===== src/rtl/ram_lsu.sv =====
// Load/store sequencer between the core MEM stage and a byte-write / word-read data RAM.
// Define LSU_ALIGN_CHECK_EN to reject misaligned halfword/word accesses.
module ram_lsu #(
  parameter int ADDR_W    = 6,
  parameter int MEM_BYTES = 64
) (
  input  logic              LSU_clk,
  input  logic              LSU_rst_n,
  input  logic              req,
  input  logic              we,
  input  logic [2:0]        funct3,
  input  logic [ADDR_W-1:0] addr,
  input  logic [31:0]       wdata,
  output logic              ready,
  output logic              done,
  output logic              err,
  output logic [31:0]       rdata,
  output logic              RAM_WE,
  output logic [ADDR_W-1:0] RAM_add,
  output logic [7:0]        RAM_in,
  input  logic [31:0]       RAM_out
);

  typedef enum logic [2:0] {
    IDLE,
    WR,
    RD,
    CAP,
    DONE
  } state_t;

  state_t            state;
  state_t            state_next;

  logic [ADDR_W-1:0] addr_q;
  logic [31:0]       wdata_q;
  logic [2:0]        size_q;
  logic [1:0]        last_k_q;
  logic [1:0]        k;
  logic              err_q;

  logic [1:0]        req_last;
  logic              code_ok;
  logic              bound_ok;
  logic              align_ok;
  logic              accept_ok;
  logic [31:0]       end_byte;

  // Index of the final byte for a size code: n-1 for n = 1/2/4.
  function automatic logic [1:0] last_index(input logic [1:0] sz);
    case (sz)
      2'b00:   return 2'd0;
      2'b01:   return 2'd1;
      default: return 2'd3;
    endcase
  endfunction

  function automatic logic [31:0] extend_load(input logic [2:0] f3, input logic [31:0] w);
    case (f3)
      3'b000:  return {{24{w[7]}}, w[7:0]};
      3'b001:  return {{16{w[15]}}, w[15:0]};
      3'b100:  return {24'd0, w[7:0]};
      3'b101:  return {16'd0, w[15:0]};
      default: return w;
    endcase
  endfunction

  // Request legality, evaluated on the live inputs while IDLE.
  always_comb begin
    req_last = last_index(funct3[1:0]);
    if (we) begin
      code_ok = (funct3 == 3'b000) || (funct3 == 3'b001) || (funct3 == 3'b010);
    end else begin
      code_ok = (funct3 != 3'b011) && (funct3 != 3'b110) && (funct3 != 3'b111);
    end
    end_byte = 32'(addr) + 32'(req_last);
    bound_ok = (end_byte <= 32'(MEM_BYTES - 1));
`ifdef LSU_ALIGN_CHECK_EN
    align_ok = !(((req_last == 2'd1) && addr[0]) ||
                 ((req_last == 2'd3) && (addr[1:0] != 2'b00)));
`else
    align_ok = 1'b1;
`endif
    accept_ok = code_ok && bound_ok && align_ok;
  end

  always_ff @(posedge LSU_clk or negedge LSU_rst_n) begin
    if (!LSU_rst_n) begin
      state <= IDLE;
    end else begin
      state <= state_next;
    end
  end

  always_comb begin
    state_next = state;
    ready      = 1'b0;
    done       = 1'b0;
    err        = 1'b0;
    RAM_WE     = 1'b0;
    RAM_add    = addr_q;
    RAM_in     = 8'd0;
    case (state)
      IDLE: begin
        ready = 1'b1;
        if (req) begin
          if (!accept_ok) begin
            state_next = DONE;
          end else if (we) begin
            state_next = WR;
          end else begin
            state_next = RD;
          end
        end
      end
      WR: begin
        RAM_WE  = 1'b1;
        RAM_add = addr_q + ADDR_W'(k);
        case (k)
          2'd0:    RAM_in = wdata_q[7:0];
          2'd1:    RAM_in = wdata_q[15:8];
          2'd2:    RAM_in = wdata_q[23:16];
          default: RAM_in = wdata_q[31:24];
        endcase
        if (k == last_k_q) begin
          state_next = DONE;
        end
      end
      RD: begin
        state_next = CAP;
      end
      CAP: begin
        state_next = DONE;
      end
      DONE: begin
        done       = 1'b1;
        err        = err_q;
        state_next = IDLE;
      end
      default: begin
        state_next = IDLE;
      end
    endcase
  end

  // Rejected requests leave the latched address alone so RAM_add stays quiet.
  always_ff @(posedge LSU_clk or negedge LSU_rst_n) begin
    if (!LSU_rst_n) begin
      addr_q   <= '0;
      wdata_q  <= 32'd0;
      size_q   <= 3'd0;
      last_k_q <= 2'd0;
      k        <= 2'd0;
      err_q    <= 1'b0;
      rdata    <= 32'd0;
    end else begin
      case (state)
        IDLE: begin
          if (req) begin
            err_q <= !accept_ok;
            k     <= 2'd0;
            if (accept_ok) begin
              addr_q   <= addr;
              wdata_q  <= wdata;
              size_q   <= funct3;
              last_k_q <= req_last;
            end
          end
        end
        WR: begin
          k <= k + 2'd1;
        end
        CAP: begin
          rdata <= extend_load(size_q, RAM_out);
        end
        default: begin
        end
      endcase
    end
  end

endmodule


===== config.mk =====
export PLATFORM = sky130hd
export DESIGN_NAME = ram_lsu
export DESIGN_NICKNAME = d
export VERILOG_FILES = /design/src/rtl/ram_lsu.sv
export SDC_FILE = /design/constraint.sdc
export NUM_CORES = 1
export LEC_CHECK = 0
export CORE_ASPECT_RATIO = 1.4
export CORE_MARGIN = 3
export CORE_UTILIZATION = 45
export CTS_BUF_LIST = sky130_fd_sc_hd__clkbuf_8 sky130_fd_sc_hd__clkbuf_16
export DETAILED_ROUTE_END_ITERATION = 10
export PLACE_DENSITY = 0.79
export SLEW_MARGIN = 20
export SYNTH_ARGS = -nofsm -noshare
export SYNTH_HDL_FRONTEND = slang
export SYNTH_SLANG_ARGS = --single-unit

===== constraint.sdc =====
create_clock -name LSU_clk -period 5.7 [get_ports LSU_clk]
set_clock_uncertainty 0.1 [all_clocks]
set_input_delay 1.71 -clock LSU_clk [delete_from_list [all_inputs] [get_ports LSU_clk]]
set_output_delay 1.71 -clock LSU_clk [all_outputs]
set_load 0.05 [all_outputs]

==> impl_metrics.yaml, run 1 <==
clock_network:
  post_cts_buffers: 0
  cts_buffer_depth: 2
  ctsHoldBuffers: 0
  cts_tree: "yes"
  htreeDepth: 3
  clkSlewWorstSetupHoldPaths_ns: 0.08
  cts-root-buf: "clkbuf_8"
  cts_num_sinks: 81
  clk_latency_ns: 0.35
  cts_resized: 0
  cts_buffers: 9
timing:
  slew_violations: 0
  period_needed_ns: 4.704
  maxSlewHeadroom_pct: 48.51
  rsz0062_at_grt: "false"
  worst_pin_slew_ns: 0.7723
  fin_crit_sh_pct: 82.53
  fin_setup_tns_ns: 0
  max_freq_mhz: 212.6
  setup_viol: 0
  finalHoldViolCount: 0
  timing.hold.ws_ns: 0.3764
grt:
  grt.total_usage_pct: 19.94
  grt_pass1_wl_mm: 14.89
  grt_pass1_vias: 3138
  grt_max_degree: 82
  antenna_found_initial: 0
  grt.overflow.total: 0
power_and_ir_drop:
  p_leak_nw: 2.216
  power.total_mw: 3.201
  combPwrFrac_pct: 53.4
  intPower_mw: 1.734
  p_seq_share_pct: 33.8
  p_sw_mw: 1.468
  power_density_mw_per_mm2: 610.9
  p_sw_share_pct: 45.84
  pwr-share-clk_pct: 12.7
  peakVddDrop_mv: 0.3597
setup_path:
  criticalPathCategory: "flop to primary output"
  slowest_delay_ns: 0.82
  critPathRequiredTime_ns: 3.89
  cp-end-kind: "primary output"
  cp.arrival_ns: 2.89
  crit_chain: "or3b_1 -> nor2_1 -> nand4_1 -> xnor2_1 -> clkdlybuf4s50_1"
  cp_max_fo: 16
  cp_slowest_cell: "clkdlybuf4s50_1"
  r2r_slack_ns: 3.63
  start_kind: "flop"
worst_hold_path:
  min_path_type: "flop to flop"
detailed_routing:
  post_drt_wl_per_cell_microns: 15.80
  first_iter_violations: 184
  drt_wl_total_mm: 8.992
  wl_met1_mm: 3.419
  highest_layer: "met4"
  routed_via_density: 5.170
  route.detailed.drc: 0
  met2WireLength_mm: 4.625
  vias: 2942
  dr.pass1.iters: 5
  drtAntennaViolNets: 0
  wl_met3_microns: 778
cells_and_area:
  drive_gt1_share_pct: 11.09
  area_delta_synth_final_pct: 40.11
  fin_cells: 569
  diodes: 0
  num-nets-final: 550
outcome:
  outcome: "complete, no violations"
synthesis:
  synthArstFlopShare_pct: 100.0
  ys_seq_area_share_pct: 54.20
  avgSynthCellArea_sq_um: 10.81
  synth_ff_type: "dfrtp_1"
  yosysUniqueCellTypes: 40
  synth_edf_count: 0
  yosysWarnings: 0
  netlist_area_sq_mm: 0.003740
  syn_inst: 346
  synth-seq-cells: 81
  mappedNetlistNets: 432
place:
  dp_cells: 552
  portBuffers: 126
  dpl.hpwl_mm: 6.490
  routabilityCongestion: 0.8301
floorplanning:
  dieArea_sq_mm: 0.009456
  die_h_microns: 113.9
  core_sq_mm: 0.007940
  rows: 38
  start_util_pct: 47.10
  fp.dieW_microns: 83.05
  ios: 127
run:
  cap_violations: 0
cell usage after synthesis (2+ instances only):
master	instances	share of area, %
mux2_2	26	7.8
fa_1	2	1.1
a222oi_1	8	2.1
ha_1	7	2.3
inv_1	9	0.90
a31oi_1	7	1.2
nor4b_1	2	0.47
nand4_1	2	0.33
mux2_1	16	4.8
nand2_1	48	4.8
xnor2_1	5	1.2
buf_2	2	0.27
nor2_1	47	4.7
nor2_4	2	0.60
nor2_2	2	0.33
mux2i_1	2	0.54
dfrtp_1	81	54
buf_4	6	1.2
o21ai_0	10	1.3
a21oi_1	29	3.9
clkbuf_1	12	1.2
nor3_1	3	0.40
worst max-delay path, delay by kind of cell (launching register included):
family | cells | cell delay, ns
xor gates and xnor gates | 1 | 0.15
DFF | 1 | 0.47
buffers and inverters | 1 | 0.82
and+or+nand+nor | 3 | 1.10
worst paths after layout:
check	cells after the start	startpoint	endpoint
max reg2reg	5	state[2]	wdata_q[13]
max	5	state[2]	RAM_add[5]
min	2	rdata[5]	rdata[5]
min reg2reg	2	rdata[5]	rdata[5]
min in group asynchronous	1	LSU_rst_n	rdata[1]
max in group asynchronous	2	LSU_rst_n	rdata[9]
layer usage:
layer  up-vias  GRT usage (%)
li1       1419              -
met1      1407          21.78
met2       103          34.05
met3        13          8.526
met4         0          8.288
met5         -              0
stage by stage:
stage	area (sq um)	utilization, %	setup slack [ns]
after floorplan	3740	-	1.600
after global routing	5240	65.99	0.7848
after detailed placement	5024	63.27	1.276
after CTS	5213	65.65	0.9548
after global placement	5024	63.27	1.345
final	5240	65.99	0.9960
sequential cells by signal, indices dropped and copies added, names as in the netlist:
signal	flops
last_k_q	2
err_q	1
state	3
rdata	32
size_q	3
addr_q	6
wdata_q	32
k	2
cells in the final DEF, fill, tap and decap left out, types with 3 or more instances in the layout:
master	synthesis	final
clkdlybuf4s50_1	0	125
dfrtp_1	81	81
nand2_1	48	48
nor2_1	47	47
a21oi_1	29	29
mux2_2	26	26
mux2_1	16	16
inv_1	9	12
o21ai_0	10	10
clkbuf_8	0	10
a222oi_1	8	8
a31oi_1	7	7
ha_1	7	7
xnor2_1	5	5
nor3_1	3	3
buf_4	6	3
power groups by stage:
stage / Combinational (mW) / Sequential, mW / Clock, mW
after floorplan: 0.846 / 1.41 / 0
after global placement: 1.69 / 1.07 / 0
after detailed placement: 1.72 / 1.09 / 0
after CTS: 1.73 / 1.08 / 0.418
after global routing: 1.84 / 1.13 / 0.446
final: 1.71 / 1.08 / 0.408
cells by family after synthesis:
logic type	count (synthesis)	synth area share, %
flip-flops	81	54.20
multiplexers	44	13.18
adder cells (fa/ha/maj)	9	3.412
XOR/XNOR	6	1.405
AO/OA/AOI/OAI	61	10.57
buffers and inverters	31	3.981
AND/OR/NAND/NOR	114	13.25
area by class of cell:
| class | instances | area, sq um |
|---|---|---|
| inverters | 9 | 33.78 |
| repair buffers | 129 | 1301 |
| fillers | 632 | 2700 |
| clock buffers | 10 | 137.6 |
| multi-input cells | 234 | 1564 |
| well taps | 100 | 125.1 |
| flip-flops and latches | 81 | 2027 |
| clock inverters | 6 | 51.30 |
Note: power is estimated with default switching activity, not from simulation.
==> run 2, diff against run 1 <==
--- a/config.mk
+++ b/config.mk
@@ -7,10 +7,10 @@
 export LEC_CHECK = 0
 export CORE_ASPECT_RATIO = 1.4
 export CORE_MARGIN = 3
-export CORE_UTILIZATION = 45
+export CORE_UTILIZATION = 41
 export CTS_BUF_LIST = sky130_fd_sc_hd__clkbuf_8 sky130_fd_sc_hd__clkbuf_16
 export DETAILED_ROUTE_END_ITERATION = 10
-export PLACE_DENSITY = 0.79
+export PLACE_DENSITY = 0.76
 export SLEW_MARGIN = 20
 export SYNTH_ARGS = -nofsm -noshare
 export SYNTH_HDL_FRONTEND = slang
==> constraint.sdc (replaced) <==
create_clock -name LSU_clk -period 4.21 [get_ports LSU_clk]
set_clock_uncertainty 0.1 [all_clocks]
set_input_delay 1.263 -clock LSU_clk [delete_from_list [all_inputs] [get_ports LSU_clk]]
set_output_delay 1.263 -clock LSU_clk [all_outputs]
set_load 0.05 [all_outputs]
==> run 2 against run 1 <==
Against the previous run: combinational power grew 35%; clock power grew 89%; wire length grew 1.9%; first-iteration DRC count shrank 15%; highest routed layer unchanged.
==> impl_metrics.yaml, run 2 (same netlist as run 1, synthesis figures left out) <==
outcome:
  outcome: "complete, no violations"
grt:
  grt_pass1_wl_mm: 15.12
  grt.total_usage_pct: 18.68
  grt_pass1_vias: 3086
  grt.overflow.total: 0
  antenna_found_initial: 0
  grt_max_degree: 82
timing:
  maxSlewHeadroom_pct: 47.05
  setup_viol: 0
  timing.hold.ws_ns: 0.3764
  worst_pin_slew_ns: 0.7943
  period_needed_ns: 3.994
  slew_violations: 0
  fin_setup_tns_ns: 0
  fin_crit_sh_pct: 94.86
  max_freq_mhz: 250.4
  rsz0062_at_grt: "false"
  finalHoldViolCount: 0
cells_and_area:
  num-nets-final: 550
  largestRegisters: "rdata (32), wdata_q (32), addr_q (6)"
  drive_gt1_share_pct: 11.94
  mostFrequentLayoutCells: "clkdlybuf4s50_1, dfrtp_1, nand2_1, nor2_1, a21oi_1"
  final_common_cell: "clkdlybuf4s50_1"
  area_delta_synth_final_pct: 42.92
  diodes: 0
setup_path:
  timing.rr.end: "rdata[29]"
  critPathRequiredTime_ns: 2.85
  path_buf_inv: 2
  r2r_slack_ns: 2.18
  cp.depth: 7
  critPathTopFamily: "buffers and inverters"
  cp_max_fo: 8
  rr_startpoint: "state[2]"
  crit_chain: "inv_1 -> ha_1 -> a222oi_1 -> nor2_1 -> a21oi_1 -> nor2_1 -> clkdlybuf4s50_1"
  cp.arrival_ns: 2.63
  crit_end: "RAM_in[3]"
  start_kind: "flop"
  criticalPathCategory: "flop to primary output"
  cp_slowest_cell: "clkdlybuf4s50_1"
  rr_worst_depth: 3
  slowest_delay_ns: 0.82
  critPathLaunch: "k[1]"
  critPathMostFrequentCell: "nor2_1"
  cp-end-kind: "primary output"
clock_network:
  htreeDepth: 3
  cts_tree: "yes"
  post_cts_buffers: 0
  cts-root-buf: "clkbuf_16"
  cts_resized: 0
  ctsHoldBuffers: 0
  clkSlewWorstSetupHoldPaths_ns: 0.06
  cts_buffer_depth: 2
  clk_latency_ns: 0.33
  cts_buffers: 9
  cts_num_sinks: 81
place:
  routabilityCongestion: 0.7702
  portBuffers: 126
  dpl.hpwl_mm: 6.677
detailed_routing:
  routed_via_density: 5.150
  dr.pass1.iters: 4
  first_iter_violations: 156
  drtAntennaViolNets: 0
  route.detailed.drc: 0
  vias: 2956
  post_drt_wl_per_cell_microns: 15.96
  drt_wl_total_mm: 9.160
worst_hold_path:
  min_path_type: "flop to flop"
  holdCritStartpoint: "rdata[7]"
run:
  cap_violations: 0
floorplanning:
  start_util_pct: 42.95
  core_sq_mm: 0.008708
  ios: 127
  rows: 40
  dieArea_sq_mm: 0.01032
  die_h_microns: 119.0
  fp.dieW_microns: 86.72
power_and_ir_drop:
  p_leak_nw: 2.248
  peakVddDrop_mv: 0.4833
  power_density_mw_per_mm2: 852.5
  power.total_mw: 4.557
## run 2: changes by cell type in the layout (fill, tap and decap cells not counted), sizes merged
cell / change
clkbuf: -1
clkdlybuf4s50: -2
inv: -1
buf: +2
clkinvlp: +2
## run 2: power by group
| part | leakage, nW | switching, mW | internal [mW] | total, mW |
|---|---|---|---|---|
| Clock | 0.143 | 0.314 | 0.459 | 0.772 |
| Combinational | 1.16 | 1.41 | 0.902 | 2.31 |
| Sequential | 0.947 | 0.304 | 1.17 | 1.47 |
| Total | 2.25 | 2.03 | 2.53 | 4.56 |
## run 2: layout make-up
type	instances	area (sq um)
multi-input combinational	234	1564
inverter	9	33.78
timing repair buffer	129	1292
fill	728	3363
tap	105	131.4
sequential	81	2027
clock buffer	9	225.2
clock inverter	7	71.32
## run 2: how the worst min path moves through the flow
stage	endpoint	slack, ns	cells after the start
CTS	rdata[4]	0.38	2
floorplan	err_q	0.35	2
finish	rdata[7]	0.38	2
global route	wdata_q[25]	0.40	1
global placement	rdata[4]	0.36	2
detailed placement	rdata[5]	0.37	2
## run 2: per-layer routing
metal | track usage, % | up-vias | routed length, microns
met5 | 0 | - | 0
met4 | 7.018 | 0 | 146
met1 | 21.37 | 1444 | 3491
met2 | 32.28 | 85 | 4988
li1 | - | 1419 | -
met3 | 5.606 | 8 | 533
## run 2: stage by stage
step | cell area [sq um] | util [%] | instances | worst slack (ns)
after global placement | 5045 | 57.93 | 558 | 0.4917
after global routing | 5345 | 61.38 | 574 | 0.04324
after floorplan | 3740 | - | 346 | 0.5566
after CTS | 5341 | 61.34 | 574 | 0.1986
after detailed placement | 5045 | 57.93 | 558 | 0.4195
final | 5345 | 61.38 | 574 | 0.2162
## run 2: worst min-delay path, cell delays in order, from the launching register on
cell     delay [ns]
dfrtp_1        0.34
nand2_1        0.05
nand2_1        0.05
==> run 3, diff against run 2 <==
--- a/config.mk
+++ b/config.mk
@@ -6,7 +6,7 @@
 export NUM_CORES = 1
 export LEC_CHECK = 0
 export CORE_ASPECT_RATIO = 1.4
-export CORE_MARGIN = 3
+export CORE_MARGIN = 2
 export CORE_UTILIZATION = 41
 export CTS_BUF_LIST = sky130_fd_sc_hd__clkbuf_8 sky130_fd_sc_hd__clkbuf_16
 export DETAILED_ROUTE_END_ITERATION = 10
==> run 3 against run 2 <==
Against the previous run: utilization is 0.96 points lower; power increased by 2.2%; sequential power hardly changed; critical path type unchanged.
==> impl_metrics.yaml, run 3 (same netlist as run 1, synthesis figures left out) <==
clock_network:
  cts_buffers: 9
  cts_resized: 0
  cts_num_sinks: 81
  cts_tree: "yes"
  clkSlewWorstSetupHoldPaths_ns: 0.06
  post_cts_buffers: 0
  clk_latency_ns: 0.33
  cts_buffer_depth: 2
  ctsHoldBuffers: 0
  htreeDepth: 3
  cts-root-buf: "clkbuf_16"
timing:
  finalHoldViolCount: 0
  rsz0062_at_grt: "false"
  max_freq_mhz: 249.3
  period_needed_ns: 4.012
  slew_violations: 0
  maxSlewHeadroom_pct: 47.03
  fin_crit_sh_pct: 95.29
  setup_viol: 0
  timing.hold.ws_ns: 0.3772
  worst_pin_slew_ns: 0.7946
  fin_setup_tns_ns: 0
cells_and_area:
  area_delta_synth_final_pct: 44.20
  utilization_pct: 60.41
  num-nets-final: 550
  diodes: 0
  drive_gt1_share_pct: 11.94
  mostFrequentLayoutCells: "clkdlybuf4s50_1, dfrtp_1, nand2_1, nor2_1, a21oi_1"
  final_common_cell: "clkdlybuf4s50_1"
  largestRegisters: "rdata (32), wdata_q (32), addr_q (6)"
setup_path:
  slowest_delay_ns: 0.81
  cp.depth: 7
  critPathTopFamily: "buffers and inverters"
  cp.arrival_ns: 2.65
  cp_slowest_cell: "clkdlybuf4s50_1"
  cp-end-kind: "primary output"
  critPathRequiredTime_ns: 2.85
  rr_worst_depth: 3
  path_buf_inv: 2
  crit_chain: "ha_1 -> inv_1 -> fa_1 -> nor2_1 -> nand3_1 -> xnor2_1 -> clkdlybuf4s50_1"
  cp_max_fo: 7
  criticalPathCategory: "flop to primary output"
  start_kind: "flop"
floorplanning:
  die_h_microns: 117.0
  fp.dieW_microns: 84.72
  rows: 41
  dieArea_sq_mm: 0.009912
  start_util_pct: 41.90
  core_sq_mm: 0.008926
  ios: 127
grt:
  grt_max_degree: 82
  grt.overflow.total: 0
  grtUsageMet3_pct: 4.769
  grt-busiest-layer: "met2"
  met2_usage_pct: 31.65
  met1_usage_pct: 21.91
  grt_pass1_wl_mm: 14.44
  grt_pass1_vias: 3027
  antenna_found_initial: 0
  grt.total_usage_pct: 18.66
worst_hold_path:
  min_path_type: "flop to flop"
  hold_depth: 2
power_and_ir_drop:
  power_density_mw_per_mm2: 863.7
  p_leak_nw: 2.270
  peakVddDrop_mv: 0.6443
detailed_routing:
  first_iter_violations: 156
  vias: 2936
  post_drt_wl_per_cell_microns: 15.36
  routed_via_density: 5.097
  drtAntennaViolNets: 0
  dr.pass1.iters: 5
  drt_wl_total_mm: 8.845
  route.detailed.drc: 0
place:
  dpl.hpwl_mm: 6.376
  routabilityCongestion: 0.7858
  portBuffers: 126
outcome:
  outcome: "complete, no violations"
run:
  cap_violations: 0
## run 3: changes by cell type in the layout (fill, tap and decap cells not counted)
cell | previous run | this run
clkbuf_8 | 0 | 2
clkinvlp_4 | 2 | 0
buf_4 | 4 | 3
bufinv_16 | 1 | 2
clkdlybuf4s50_1 | 123 | 124
clkinv_2 | 1 | 0
clkinv_4 | 1 | 2
inv_1 | 10 | 9
## run 3: report_power, final
part / internal [mW] / switching [mW] / leakage, nW
clock network: 0.556 / 0.314 / 0.166
registers: 1.17 / 0.309 / 0.947
logic: 0.903 / 1.41 / 1.16
total: 2.63 / 2.03 / 2.27
## run 3: layer usage
| layer | wire length [microns] | share of wire, % |
|---|---|---|
| met5 | 0 | 0 |
| met4 | 265 | 3.0 |
| met3 | 519 | 5.9 |
| met2 | 4553 | 51 |
| met1 | 3506 | 40 |
## run 3: worst paths after layout
check | end | from | slack [ns]
worst max register to register | rdata[19] | size_q[1] | 2.17
worst min register to register | rdata[1] | rdata[1] | 0.38
min in group asynchronous | rdata[29] | LSU_rst_n | 0.85
max in group asynchronous | wdata_q[28] | LSU_rst_n | 2.63
worst max-delay path | RAM_add[4] | k[0] | 0.20
worst min-delay path | rdata[1] | rdata[1] | 0.38
## run 3: worst reg2reg max path: cells and delay by family, from the launching register on
family,cells,cell delay [ns]
and+or+nand+nor,2,0.77
DFF,1,0.85
AOI/OAI and AO/OA,1,0.16
## run 3: metrics by stage
step                instances  power [mW]  cell area, sq um  worst slack [ns]
floorplan                 346       3.054              3740            0.5566
CTS                       576       4.701              5389            0.1738
detailed placement        560       3.815              5050            0.4175
finish                    576       4.658              5393            0.1983
global route              576       4.940              5393           0.03281
global placement          560       3.751              5050            0.4845
## run 3: cell type report
cell class                      count  area [sq um]
Tap cell                          107         133.9
Timing Repair Buffer              129          1295
Fill cell                         762          3533
Sequential cell                    81          2027
Clock buffer                       11         252.7
Inverter                            9         33.78
Clock inverter                      5         86.33
Multi-Input combinational cell    234          1564
